--- src/rtl/inverter_bist_pkg.sv ---
// Shared types and sizing helpers for the inverter bank self-test.
package inverter_bist_pkg;

    typedef enum logic [1:0] {
        ST_IDLE   = 2'd0,
        ST_APPLY  = 2'd1,
        ST_CHECK  = 2'd2,
        ST_FINISH = 2'd3
    } bist_state_e;

    // Four fixed patterns (zeros, ones, 0x55.., 0xAA..) plus one walking-one per cell.
    function automatic int npat(input int width);
        return width + 4;
    endfunction

    // Width of an index that can address n patterns.
    function automatic int idx_width(input int n);
        return (n <= 2) ? 1 : $clog2(n);
    endfunction

endpackage

--- src/rtl/inverter_pattern_gen.sv ---
// Combinational map from pattern index to the word driven onto the bank inputs.
module inverter_pattern_gen
    import inverter_bist_pkg::*;
#(
    parameter int WIDTH = 8
) (
    input  logic [idx_width(npat(WIDTH))-1:0] idx_i,
    output logic [WIDTH-1:0]                  pat_o
);

    localparam int IW = idx_width(npat(WIDTH));
    localparam logic [IW-1:0]    IDX_WALK = IW'(4);
    localparam logic [WIDTH-1:0] ONE      = WIDTH'(1);

    // 0x55.. pattern: bit 0 set, alternating upwards.
    logic [WIDTH-1:0] alt_even;

    for (genvar gi = 0; gi < WIDTH; gi++) begin : g_alt
        assign alt_even[gi] = ((gi % 2) == 0);
    end

    // Indices 0..3 are the fixed patterns, everything above walks a single one.
    always_comb begin
        pat_o = '0;
        if (idx_i == IW'(0)) begin
            pat_o = '0;
        end else if (idx_i == IW'(1)) begin
            pat_o = '1;
        end else if (idx_i == IW'(2)) begin
            pat_o = alt_even;
        end else if (idx_i == IW'(3)) begin
            pat_o = ~alt_even;
        end else begin
            pat_o = ONE << (idx_i - IDX_WALK);
        end
    end

endmodule

--- src/rtl/inverter_bank_bist.sv ---
// Self-test sequencer: walks the pattern set over the inverter bank, holds each
// pattern for SETTLE cycles, then compares the bank outputs against the
// complement of the driven word and accumulates the results.
module inverter_bank_bist
    import inverter_bist_pkg::*;
#(
    parameter  int WIDTH  = 8,
    parameter  int SETTLE = 2,
    localparam int NPAT   = npat(WIDTH),
    localparam int IW     = idx_width(NPAT),
    localparam int CW     = $clog2(NPAT + 1),
    localparam int SW     = (SETTLE < 2) ? 1 : $clog2(SETTLE + 1)
) (
    input  logic             clk_i,
    input  logic             reset_n_i,
    input  logic             start_i,
    input  logic             abort_i,
    output logic [WIDTH-1:0] inv_in_o,
    input  logic [WIDTH-1:0] inv_out_i,
    output logic             busy_o,
    output logic             done_o,
    output logic             pass_o,
    output logic [CW-1:0]    fail_count_o,
    output logic [IW-1:0]    first_fail_idx_o,
    output logic [WIDTH-1:0] err_mask_o
);

    bist_state_e      state_q, state_d;
    logic [IW-1:0]    idx_q, idx_d;
    logic [SW-1:0]    cnt_q, cnt_d;
    logic [CW-1:0]    fail_count_q, fail_count_d;
    logic [IW-1:0]    first_fail_q, first_fail_d;
    logic [WIDTH-1:0] err_mask_q, err_mask_d;
    logic             pass_q, pass_d;

    logic [WIDTH-1:0] pattern;
    logic [WIDTH-1:0] mism;

    inverter_pattern_gen #(
        .WIDTH(WIDTH)
    ) u_pattern_gen (
        .idx_i (idx_q),
        .pat_o (pattern)
    );

    // A healthy cell drives the complement of its input; any other bit is a fault.
    assign mism = inv_out_i ^ ~pattern;

    // Next-state, result update and state-decoded outputs.
    always_comb begin
        state_d      = state_q;
        idx_d        = idx_q;
        cnt_d        = cnt_q;
        fail_count_d = fail_count_q;
        first_fail_d = first_fail_q;
        err_mask_d   = err_mask_q;
        pass_d       = pass_q;
        inv_in_o     = '0;
        busy_o       = 1'b0;
        done_o       = 1'b0;

        unique case (state_q)
            ST_IDLE: begin
                if (start_i && !abort_i) begin
                    fail_count_d = '0;
                    first_fail_d = '0;
                    err_mask_d   = '0;
                    pass_d       = 1'b0;
                    idx_d        = '0;
                    cnt_d        = '0;
                    state_d      = ST_APPLY;
                end
            end
            ST_APPLY: begin
                inv_in_o = pattern;
                busy_o   = 1'b1;
                if (cnt_q == SW'(SETTLE - 1)) begin
                    cnt_d   = '0;
                    state_d = ST_CHECK;
                end else begin
                    cnt_d = cnt_q + 1'b1;
                end
            end
            ST_CHECK: begin
                inv_in_o = pattern;
                busy_o   = 1'b1;
                if (mism != '0) begin
                    if (fail_count_q == '0) begin
                        first_fail_d = idx_q;
                    end
                    if (fail_count_q != CW'(NPAT)) begin
                        fail_count_d = fail_count_q + 1'b1;
                    end
                end
                err_mask_d = err_mask_q | mism;
                if (idx_q == IW'(NPAT - 1)) begin
                    state_d = ST_FINISH;
                end else begin
                    idx_d   = idx_q + 1'b1;
                    state_d = ST_APPLY;
                end
            end
            ST_FINISH: begin
                busy_o  = 1'b1;
                done_o  = 1'b1;
                pass_d  = (fail_count_q == '0);
                state_d = ST_IDLE;
            end
            default: state_d = ST_IDLE;
        endcase

        // Abort beats everything, including a pending CHECK update: partial
        // counts stay as they were before this cycle and the run reads as failed.
        if (abort_i && (state_q != ST_IDLE)) begin
            state_d      = ST_IDLE;
            idx_d        = '0;
            cnt_d        = '0;
            fail_count_d = fail_count_q;
            first_fail_d = first_fail_q;
            err_mask_d   = err_mask_q;
            pass_d       = 1'b0;
        end
    end

    // State, counters and result registers; reset clears everything at once.
    always_ff @(posedge clk_i or negedge reset_n_i) begin
        if (!reset_n_i) begin
            state_q      <= ST_IDLE;
            idx_q        <= '0;
            cnt_q        <= '0;
            fail_count_q <= '0;
            first_fail_q <= '0;
            err_mask_q   <= '0;
            pass_q       <= 1'b0;
        end else begin
            state_q      <= state_d;
            idx_q        <= idx_d;
            cnt_q        <= cnt_d;
            fail_count_q <= fail_count_d;
            first_fail_q <= first_fail_d;
            err_mask_q   <= err_mask_d;
            pass_q       <= pass_d;
        end
    end

    assign pass_o           = pass_q;
    assign fail_count_o     = fail_count_q;
    assign first_fail_idx_o = first_fail_q;
    assign err_mask_o       = err_mask_q;

endmodule

--- config.mk ---
export PLATFORM = sky130hd
export DESIGN_NAME = inverter_bank_bist
export DESIGN_NICKNAME = d
export VERILOG_FILES = /design/src/rtl/inverter_bist_pkg.sv /design/src/rtl/inverter_pattern_gen.sv /design/src/rtl/inverter_bank_bist.sv
export SDC_FILE = /design/constraint.sdc
export NUM_CORES = 1
export LEC_CHECK = 0
export ABC_AREA = 1
export ABC_CLOCK_PERIOD_IN_PS = 2230
export BUFFER_PORTS_ARGS = -buffer_cell sky130_fd_sc_hd__clkbuf_2
export CAP_MARGIN = 0
export CORE_MARGIN = 3
export CORE_UTILIZATION = 54
export CTS_CLUSTER_SIZE = 30
export DETAILED_ROUTE_END_ITERATION = 8
export PLACE_DENSITY_LB_ADDON = 0.12
export SYNTH_ARGS = -nofsm -noshare
export SYNTH_HDL_FRONTEND = slang
export SYNTH_SLANG_ARGS = --single-unit
--- constraint.sdc ---
create_clock -name clk_i -period 2.23 [get_ports clk_i]
set_input_delay 0.3345 -clock clk_i [delete_from_list [all_inputs] [get_ports clk_i]]
set_output_delay 0.3345 -clock clk_i [all_outputs]
set_load 0.01 [all_outputs]
==> metrics <==
outcome=finished, violations left; die footprint=3990 um2; internal power=1.12 mW; Core Box Area=3080 um2; Diodes inserted=0; Via density=4.93; worst IR drop on VDD=593 uV; Final min period=2.11 ns; Arr. time, crit path=1.78 ns; Simple-Gate Fraction of Synth Area=34.6%; Post-Synth Adder-Cell Area=10.6%; fin util=68.7%; dominant synthesized flop cell=dfrtp_1; number of synthesized flops with an enable pin=0; initial antenna violation count=0; initial drt markers=71; final instance area=2110 um2; Netlist cell types=24; combinational power share=58.8%; Layout Skew=0.00232 ns; final max-slew violation count=0; Setup Viol. Count Final=0; PortBufs=38; max_slew headroom=59.0%; multiplexer area fraction after synthesis=0%; pre-CTS setup slack=0.0618 ns; row count=20; buffer and inverter count on the worst path=2; Yosys warnings=0; Gate Count Post-Synth=252; Net Switching=1.08 mW; Post-layout nets=325; Mapped Avg Cell Area=7.01 um2; Post-DP Area=2020 um2; synthesized flop and latch total=25; Worst Setup Path Type=reg -> out; deepest clock path buffer count=2; Tot Pwr=2.20 mW; DRC=0; Routed WL=3960 um; # IOs=39; 1st-pass router iterations=4; TritonCTS Buffers=3; Commonest cells post-synth=80 x nand2_1, 35 x inv_1, 28 x nor2_1; H-Tree Depth=1; final hold violations=25; CTS tree=yes; post-synth top area share=35.4%; switching portion of total power=49.2%; Crit path top cell by count=nand2_1; most common cell in the netlist=nand2_1; portion of total power attributed to the clock network=9.9%; Tightest Hold Check Type=in -> async; Critical Path Slowest Stage Cell=dfrtp_2; crit path cell chain=inv_4 > ha_4 > nand2_2 > nand2_1 > nand3_1 > nand2_1 > nand2_1 > nor2_2 > clkbuf_2; Final HPWL DP=3140 um; Tcrit/Tclk final=94.8%; Max Cap Viol=0; Mapped Nets=279; die width=63.2 um; sequential power share=31.3%; min setup slack post-route=0.115 ns; Clock transition at path regs=0.14 ns; die height=63.2 um; Pleak=1.20 nW; sequential area share after synthesis=35.4%; post-synthesis compound-gate area fraction=9.99%; vias in the first global route=1580; clock latency on the worst-skew pair=0.33 ns; sinks on the clock net=25; worst hold slack=-0.0206 ns; fraction of layout cells with a size suffix above 1=23.2%; Post-Synth XOR/XNOR Area=0.992%; synthesized area=1770 um2; FMAX=473 MHz; Yosys top cell by area=dfrtp_1; WP data required=1.90 ns; global-route wire length before repair=6760 um; initial core utilization=57.4%; r2r setup slk=0.24 ns; Worst-Margin Slew=0.615 ns; GPL Wtd Cong=0.848; largest family of logic cells by synthesized area=simple AND/OR/NAND/NOR gates; gr usage total=20.7%; pwr/cell area=1040 nW/um2; ys async rst share=100%; crit end category=output port; Crit Path Max Fanout=8; critical path's top delay family=simple AND/OR/NAND/NOR gates; failing checks=hold timing; largest net degree at the start of global routing=26; Root Driver=clkbuf_4; Syn-to-layout area delta=19.7%; CP startpoint kind=register; WL per Instance=11.6 um; gr ovfl total=0; crit-path max cell delay=0.45 ns; detailed-route via count=1681; Final ANT Viol Nets=0; synth top area cells=dfrtp_1 35%, nand2_1 17%, ha_1 11%, inv_1 7.4%, nor2_1 6.0%
kinds of logic (layout without fill, tap and decap cells):
kind of cell | Yosys count | after routing
DFF | 25 | 25
adders and majority gates | 15 | 15
buffers and inverters | 39 | 84
xor gates and xnor gates | 2 | 2
AOI/OAI and AO/OA | 31 | 31
and+or+nand+nor | 140 | 140
cell usage in the layout (no fill, tap or decap), types with 8 or more instances in the layout:
master / instances
dfrtp_1: 22
nand3_1: 13
nor2_1: 26
nand4_1: 8
a21oi_1: 12
nand2_1: 78
o21ai_0: 9
ha_1: 11
clkbuf_2: 38
inv_1: 34
final timing paths:
| path | startpoint | end | cells after the start |
|---|---|---|---|
| max | idx_q[2] | inv_in_o[5] | 9 |
| min | reset_n_i | err_mask_o[0] | 1 |
| max reg2reg | idx_q[0] | fail_count_o[2] | 15 |
| min reg2reg | first_fail_idx_o[3] | first_fail_idx_o[3] | 2 |
| max in group asynchronous | reset_n_i | idx_q[0] | 1 |
| min in group clk_i | inv_out_i[2] | err_mask_o[2] | 4 |
through the flow:
step	hold slack (ns)	std cells	setup TNS (ns)
final	-0.0206	341	0
after global routing	0.00866	341	-0.0470
after CTS	0.00299	339	0
after detailed placement	0.377	334	0
after global placement	0.381	334	0
after floorplan	0.0389	252	0
state kept, by name (all words and copies together) (netlist names):
signal	count
cnt_q	2
err_mask_o	8
fail_count_o	4
first_fail_idx_o	4
idx_q	4
pass_o	1
state_q	2
routing by layer:
layer	share of wire (%)	global-route usage [%]
met3	3.5	3.03
met2	45	32.5
met4	1.4	7.28
met5	0	0
met1	50	29.0
cell type report:
class / count / area [um2]
clock inverter: 1 / 7.51
inverter: 36 / 138
multi-input combinational: 188 / 1030
sequential: 25 / 629
clock buffer: 3 / 22.5
fill: 288 / 965
tap: 44 / 55.1
timing repair buffer: 44 / 235
power groups by stage:
stage	clock network (mW)	logic [mW]	registers, mW
finish	0.218	1.29	0.687
global route	0.242	1.48	0.712
CTS	0.221	1.26	0.686
detailed placement	0	1.25	0.697
global placement	0	1.24	0.690
floorplan	0	0.829	0.728
what timing repair did:
| action | CTS | global route |
|---|---|---|
| hold buffers | 0 | 0 |
| setup endpoints to repair | 8 | 16 |
| pin swaps | 0 | 0 |
| resized for setup | 3 | 12 |
| hold endpoints to repair | 0 | 0 |
| setup buffers | 1 | 2 |
Power figures use the tool's default switching activity.
